### config.mk
export PLATFORM = sky130hd
export DESIGN_NAME = wb_retire_queue
export DESIGN_NICKNAME = d
export VERILOG_FILES = /design/src/rtl/wb_retire_queue.sv
export SDC_FILE = /design/constraint.sdc
export NUM_CORES = 1
export LEC_CHECK = 0
export ABC_AREA = 1
export BUFFER_PORTS_ARGS = -buffer_cell sky130_fd_sc_hd__clkbuf_2
export CELL_PAD_IN_SITES_DETAIL_PLACEMENT = 1
export CELL_PAD_IN_SITES_GLOBAL_PLACEMENT = 1
export CORE_ASPECT_RATIO = 0.5
export CORE_MARGIN = 5
export CORE_UTILIZATION = 46
export CTS_CLUSTER_DIAMETER = 50
export CTS_CLUSTER_SIZE = 24
export DETAILED_ROUTE_END_ITERATION = 8
export PLACE_DENSITY = 0.95
export SETUP_SLACK_MARGIN = 0.05
export SLEW_MARGIN = 20
export SYNTH_ARGS = -nofsm -noshare
export SYNTH_HDL_FRONTEND = slang
export SYNTH_SLANG_ARGS = --single-unit
### constraint.sdc
create_clock -name clk -period 4.4 [get_ports clk]
set_input_delay 0.88 -clock clk [delete_from_list [all_inputs] [get_ports clk]]
set_output_delay 0.88 -clock clk [all_outputs]
set_load 0.03 [all_outputs]
### src/rtl/wb_retire_queue.sv
// In-order writeback stage with a small retire queue.
// Non-load results are muxed on entry and retire as soon as they reach the head.
// Loads wait at the head for the memory response. The response word is captured
// into a retire register, then aligned and extended into the register-file write
// port on the following edge.
module wb_retire_queue #(
  parameter int XLEN  = 32,
  parameter int DEPTH = 4,
  parameter int AW    = 5
) (
  input  logic                     clk,
  input  logic                     rst,
  input  logic                     in_valid,
  output logic                     in_ready,
  input  logic [1:0]               in_sel,
  input  logic                     in_jump,
  input  logic [XLEN-1:0]          in_alu,
  input  logic [XLEN-1:0]          in_pc_incr,
  input  logic [XLEN-1:0]          in_pc_offset,
  input  logic [XLEN-1:0]          in_imm,
  input  logic [AW-1:0]            in_rd,
  input  logic                     in_regwrite,
  input  logic [2:0]               in_funct3,
  input  logic [1:0]               in_byte_off,
  input  logic                     mem_rsp_valid,
  input  logic [XLEN-1:0]          mem_rsp_data,
  output logic                     rf_we,
  output logic [AW-1:0]            rf_waddr,
  output logic [XLEN-1:0]          rf_wdata,
  output logic [$clog2(DEPTH):0]   count,
  output logic                     proto_err
);

  localparam int PW = $clog2(DEPTH);
  localparam int CW = PW + 1;

  if (XLEN != 32 || DEPTH < 2 || (DEPTH & (DEPTH - 1)) != 0) begin : g_bad_param
    $error("wb_retire_queue: XLEN must be 32 and DEPTH a power of two >= 2");
  end

  // queue storage; only pointers and count need reset
  logic [XLEN-1:0] r_data  [DEPTH];
  logic            r_load  [DEPTH];
  logic [AW-1:0]   r_rd    [DEPTH];
  logic            r_rw    [DEPTH];
  logic [2:0]      r_f3    [DEPTH];
  logic [1:0]      r_off   [DEPTH];

  logic [PW-1:0]   r_wptr, r_rptr;
  logic [CW-1:0]   r_count;

  // retire register between queue pop and register-file port
  logic            r_s1_vld, r_s1_we, r_s1_load;
  logic [AW-1:0]   r_s1_rd;
  logic [XLEN-1:0] r_s1_data;
  logic [2:0]      r_s1_f3;
  logic [1:0]      r_s1_off;

  logic            w_empty, w_enq, w_head_load, w_retire, w_rsp_err;
  logic [XLEN-1:0] w_res, w_ext;
  logic [7:0]      w_byte;
  logic [15:0]     w_half;
  logic            w_bad_f3;

  assign w_empty     = (r_count == '0);
  assign in_ready    = (r_count < CW'(DEPTH));
  assign w_enq       = in_valid && in_ready;
  assign w_head_load = !w_empty && r_load[r_rptr];
  assign w_retire    = !w_empty && (!r_load[r_rptr] || mem_rsp_valid);
  assign w_rsp_err   = mem_rsp_valid && !w_head_load;
  assign count       = r_count;

  // non-load result select at enqueue
  always_comb begin
    w_res = '0;
    case (in_sel)
      2'd0:    w_res = in_alu;
      2'd2:    w_res = in_jump ? in_pc_incr : in_pc_offset;
      2'd3:    w_res = in_imm;
      default: w_res = '0;
    endcase
  end

  // load alignment and sign/zero extension on the retired word
  always_comb begin
    w_byte   = r_s1_data[8*r_s1_off +: 8];
    w_half   = r_s1_off[1] ? r_s1_data[31:16] : r_s1_data[15:0];
    w_bad_f3 = 1'b0;
    w_ext    = r_s1_data;
    if (r_s1_load) begin
      case (r_s1_f3)
        3'b000:  w_ext = {{(XLEN-8){w_byte[7]}}, w_byte};
        3'b100:  w_ext = {{(XLEN-8){1'b0}}, w_byte};
        3'b001:  w_ext = {{(XLEN-16){w_half[15]}}, w_half};
        3'b101:  w_ext = {{(XLEN-16){1'b0}}, w_half};
        3'b010:  w_ext = r_s1_data;
        default: begin
          w_ext    = r_s1_data;
          w_bad_f3 = 1'b1;
        end
      endcase
    end
  end

  // entry write on enqueue
  always_ff @(posedge clk) begin
    if (w_enq) begin
      r_data[r_wptr] <= w_res;
      r_load[r_wptr] <= (in_sel == 2'd1);
      r_rd[r_wptr]   <= in_rd;
      r_rw[r_wptr]   <= in_regwrite;
      r_f3[r_wptr]   <= in_funct3;
      r_off[r_wptr]  <= in_byte_off;
    end
  end

  // pointers and occupancy
  always_ff @(posedge clk or posedge rst) begin
    if (rst) begin
      r_wptr  <= '0;
      r_rptr  <= '0;
      r_count <= '0;
    end else begin
      if (w_enq)    r_wptr <= r_wptr + 1'b1;
      if (w_retire) r_rptr <= r_rptr + 1'b1;
      if (w_enq && !w_retire)      r_count <= r_count + 1'b1;
      else if (!w_enq && w_retire) r_count <= r_count - 1'b1;
    end
  end

  // capture the retiring head; loads take the response word
  always_ff @(posedge clk or posedge rst) begin
    if (rst) begin
      r_s1_vld  <= 1'b0;
      r_s1_we   <= 1'b0;
      r_s1_load <= 1'b0;
      r_s1_rd   <= '0;
      r_s1_data <= '0;
      r_s1_f3   <= '0;
      r_s1_off  <= '0;
    end else begin
      r_s1_vld <= w_retire;
      if (w_retire) begin
        r_s1_we   <= r_rw[r_rptr] && (r_rd[r_rptr] != '0);
        r_s1_load <= r_load[r_rptr];
        r_s1_rd   <= r_rd[r_rptr];
        r_s1_data <= r_load[r_rptr] ? mem_rsp_data : r_data[r_rptr];
        r_s1_f3   <= r_f3[r_rptr];
        r_s1_off  <= r_off[r_rptr];
      end
    end
  end

  // register-file write port; address/data hold when idle
  always_ff @(posedge clk or posedge rst) begin
    if (rst) begin
      rf_we    <= 1'b0;
      rf_waddr <= '0;
      rf_wdata <= '0;
    end else begin
      rf_we <= r_s1_vld && r_s1_we;
      if (r_s1_vld) begin
        rf_waddr <= r_s1_rd;
        rf_wdata <= w_ext;
      end
    end
  end

  // sticky error: stray responses and unsupported load encodings
  always_ff @(posedge clk or posedge rst) begin
    if (rst) proto_err <= 1'b0;
    else if (w_rsp_err || (r_s1_vld && w_bad_f3)) proto_err <= 1'b1;
  end

endmodule

==> impl_metrics.json <==
{
  "status": "finished, final reports clean",
  "cts_setup_buffers": 0,
  "grt_util_all_layers": 0.299,
  "drtAntennaViolNets": 0,
  "synth_area_leader_cell": "edfxtp_1",
  "max_freq_ghz": 0.317,
  "cp_data_arrival_time_ns": 3.57,
  "setup_tns_ns": 0,
  "rsz0062_at_grt": "false",
  "grt_overflow": 0,
  "multi_input_area_um2": 4100,
  "synth_edf_count": 176,
  "critPathCaptureType": "flop",
  "slowest_delay_ns": 0.55,
  "grt_max_degree": 80,
  "antenna_found_initial": 1,
  "fin_ws_ns": 1.24,
  "final-seq-area_um2": 7560,
  "path_cells": "inv_4 -> nand3_2 -> nand3b_1 -> nand2_2 -> ha_1 -> inv_1 -> fa_1 -> mux2_2",
  "cts_hold_buf": 0,
  "syn_area_um2": 12100,
  "nets": 1601,
  "synth_warnings": 0,
  "synth_flop_cell": "edfxtp_1",
  "drc": 0,
  "core_um2": 26200,
  "p_total_uw": 10800,
  "root_buffer": "clkbuf_16",
  "finalClockSkew_ns": 0.0343,
  "setup_violations": 0,
  "rows": 42,
  "critPathLaunchType": "flop",
  "r2r_slack_ns": 1.24,
  "ir_worst_vdd_uv": 356,
  "ctsLongestPathBuffers": 3,
  "synthArstFlopShare": 0.341,
  "tritoncts": "built",
  "syn_nets": 1417,
  "dp_hpwl_um": 29900,
  "worst_ep_required_time_ns": 4.81,
  "synth_cell_type_count": 36,
  "crit_type": "reg -> reg",
  "port_buffers": 220,
  "grt_first_pass_wirelength_um": 69300,
  "fin_crit_ns": 3.16,
  "numClockSinks": 267,
  "dieArea_um2": 29900,
  "synth.avg_cell_area_um2": 9.83,
  "crit_fanout": 45,
  "htree_levels": 1,
  "first_global_vias": 11500,
  "reg2regPathDepth": 8,
  "drive_gt1_frac": 0.222,
  "post_drt_wl_per_cell_um": 26.4,
  "fill_cells": 2968,
  "cap_violations": 0,
  "routabilityCongestion": 0.913,
  "powerDensity_nw_per_um2": 768,
  "ctsResizeCount": 0,
  "drtIter0Drc": 1479,
  "reg2reg_to": "count[1]",
  "die_h_um": 125,
  "maxSlewViolCount": 0,
  "final_hold_viol_count": 0,
  "slew_headroom": 0.0844,
  "period_share": 0.718,
  "start_util": 0.463,
  "hp-class": "in -> async",
  "dp_slack_ns": 0.929,
  "clk_pin_slew_ns": 0.10,
  "ys_seq_elements": 267,
  "ios": 221,
  "slowest_stage": "dfrtp_1",
  "worst-path-buf-inv": 2,
  "worst_pin_slew_ns": 1.36,
  "cts-buffers-inserted": 19,
  "die_x_um": 240,
  "syn2layout_area_growth_pct": 16.4,
  "rr_startpoint": "r_rptr[1]",
  "ys_seq_area_frac": 0.624,
  "num_vias": 10800,
  "dr.pass1.iters": 5,
  "leakage_uw": 0.00588,
  "fin_util": 0.539,
  "crit_family": "adder cells",
  "clk_latency_ns": 0.53,
  "post_drt_via_cell_ratio": 6.07,
  "synth_area_leaders": "edfxtp_1 (44%), dfrtp_1 (19%), nand2_1 (8.3%)",
  "yosysTopAreaCellShare": 0.436,
  "drt-total-wl_um": 47100,
  "syn_inst": 1233
}
==> how the worst max path moves through the flow <==
| stage | start | endpoint | slack, ns | depth (start not counted) |
|---|---|---|---|---|
| CTS | r_rptr[1] | count[1] | 1.31 | 8 |
| finish | r_rptr[1] | count[1] | 1.24 | 8 |
| global placement | in_sel[0] | r_data[2][27] | 1.15 | 4 |
| floorplan | in_valid | r_data[0][0] | 1.07 | 2 |
| global route | r_rptr[1] | count[2] | 1.13 | 11 |
| detailed placement | in_sel[0] | r_data[1][15] | 0.93 | 4 |
==> cells in the final DEF (no fill, tap or decap), drive strengths merged <==
cell type,synthesis,final
inv,37,40
or2,32,32
a21oi,57,57
edfxtp,176,176
dfrtp,91,91
o21bai,2,2
a22oi,3,3
nand3b,2,2
xnor2,1,1
nand2,271,271
o31ai,1,1
buf,31,16
o311ai,32,32
o22ai,9,9
mux2,1,1
fa,1,1
nand3,77,77
diode,0,2
clkinv,0,10
o21ai,113,113
xor2,2,2
nor2,247,247
clkbuf,42,239
ha,5,5
==> cells by family (layout without fill, tap and decap cells) <==
group                      count (synthesis)  in the layout  share of synthesized area
and+or+nand+nor                          629            629                      0.214
DFF                                      267            267                      0.624
AOI/OAI and AO/OA                        217            217                      0.111
buffers and inverters                    110            305                     0.0411
adders and majority gates                  6              6                    0.00682
xor gates and xnor gates                   3              3                    0.00217
muxes                                      1              1                   0.000929
other                                      0              2                          0
==> area by class of cell <==
class	count	area share
clock buffers	19	0.0337
clock inverters	13	0.0112
diodes	2	0.000355
multi-input cells	856	0.290
inverters	37	0.0103
repair buffers	236	0.0866
flip-flops and latches	267	0.536
well taps	352	0.0312
==> state kept, by name (all words and copies together) (netlist names) <==
| name | count |
|---|---|
| r_s1_f3 | 3 |
| r_rw | 4 |
| rf_we | 1 |
| rf_waddr | 5 |
| r_load | 4 |
| r_wptr | 2 |
| r_s1_vld | 1 |
| r_s1_load | 1 |
| r_s1_off | 2 |
| r_off | 8 |
| r_s1_we | 1 |
| proto_err | 1 |
| r_s1_data | 32 |
| count | 3 |
| rf_wdata | 32 |
| r_data | 128 |
| r_s1_rd | 5 |
| r_rd | 20 |
| r_rptr | 2 |
| r_f3 | 12 |
==> where the power goes <==
part / switching, uW / internal [uW] / total (uW) / leakage (uW)
sequential: 600 / 3420 / 4020 / 0.00269
combinational: 3600 / 1310 / 4910 / 0.00288
clock: 1040 / 854 / 1890 / 0.000310
total: 5240 / 5590 / 10800 / 0.00588
==> cells in the mapped netlist (all sizes together), types with 2 or more instances <==
master / number
xor2: 2
nand3b: 2
a21oi: 57
or2: 32
o311ai: 32
dfrtp: 91
nand3: 77
inv: 37
clkbuf: 42
ha: 5
edfxtp: 176
o22ai: 9
buf: 31
o21bai: 2
nand2: 271
a22oi: 3
nor2: 247
o21ai: 113
==> per-stage QoR <==
stage	hold WS, ns	instances	instance area (um2)
5_1_grt	0.439	1781	14100
4_1_cts	0.404	1780	14100
3_3_place_gp	0.465	1748	13500
2_1_floorplan	0.436	1233	12100
3_5_place_dp	0.469	1748	13500
6_report	0.384	1782	14100
==> routing by layer <==
layer,vias to the layer above,share of wire,GRT usage,wire length [um]
li1,4557,-,-,-
met1,5311,0.38,0.378,18000
met2,766,0.46,0.485,21700
met3,191,0.11,0.0872,4990
met4,0,0.050,0.124,2380
met5,-,0,0,0
Note: power is estimated with default switching activity, not from simulation.
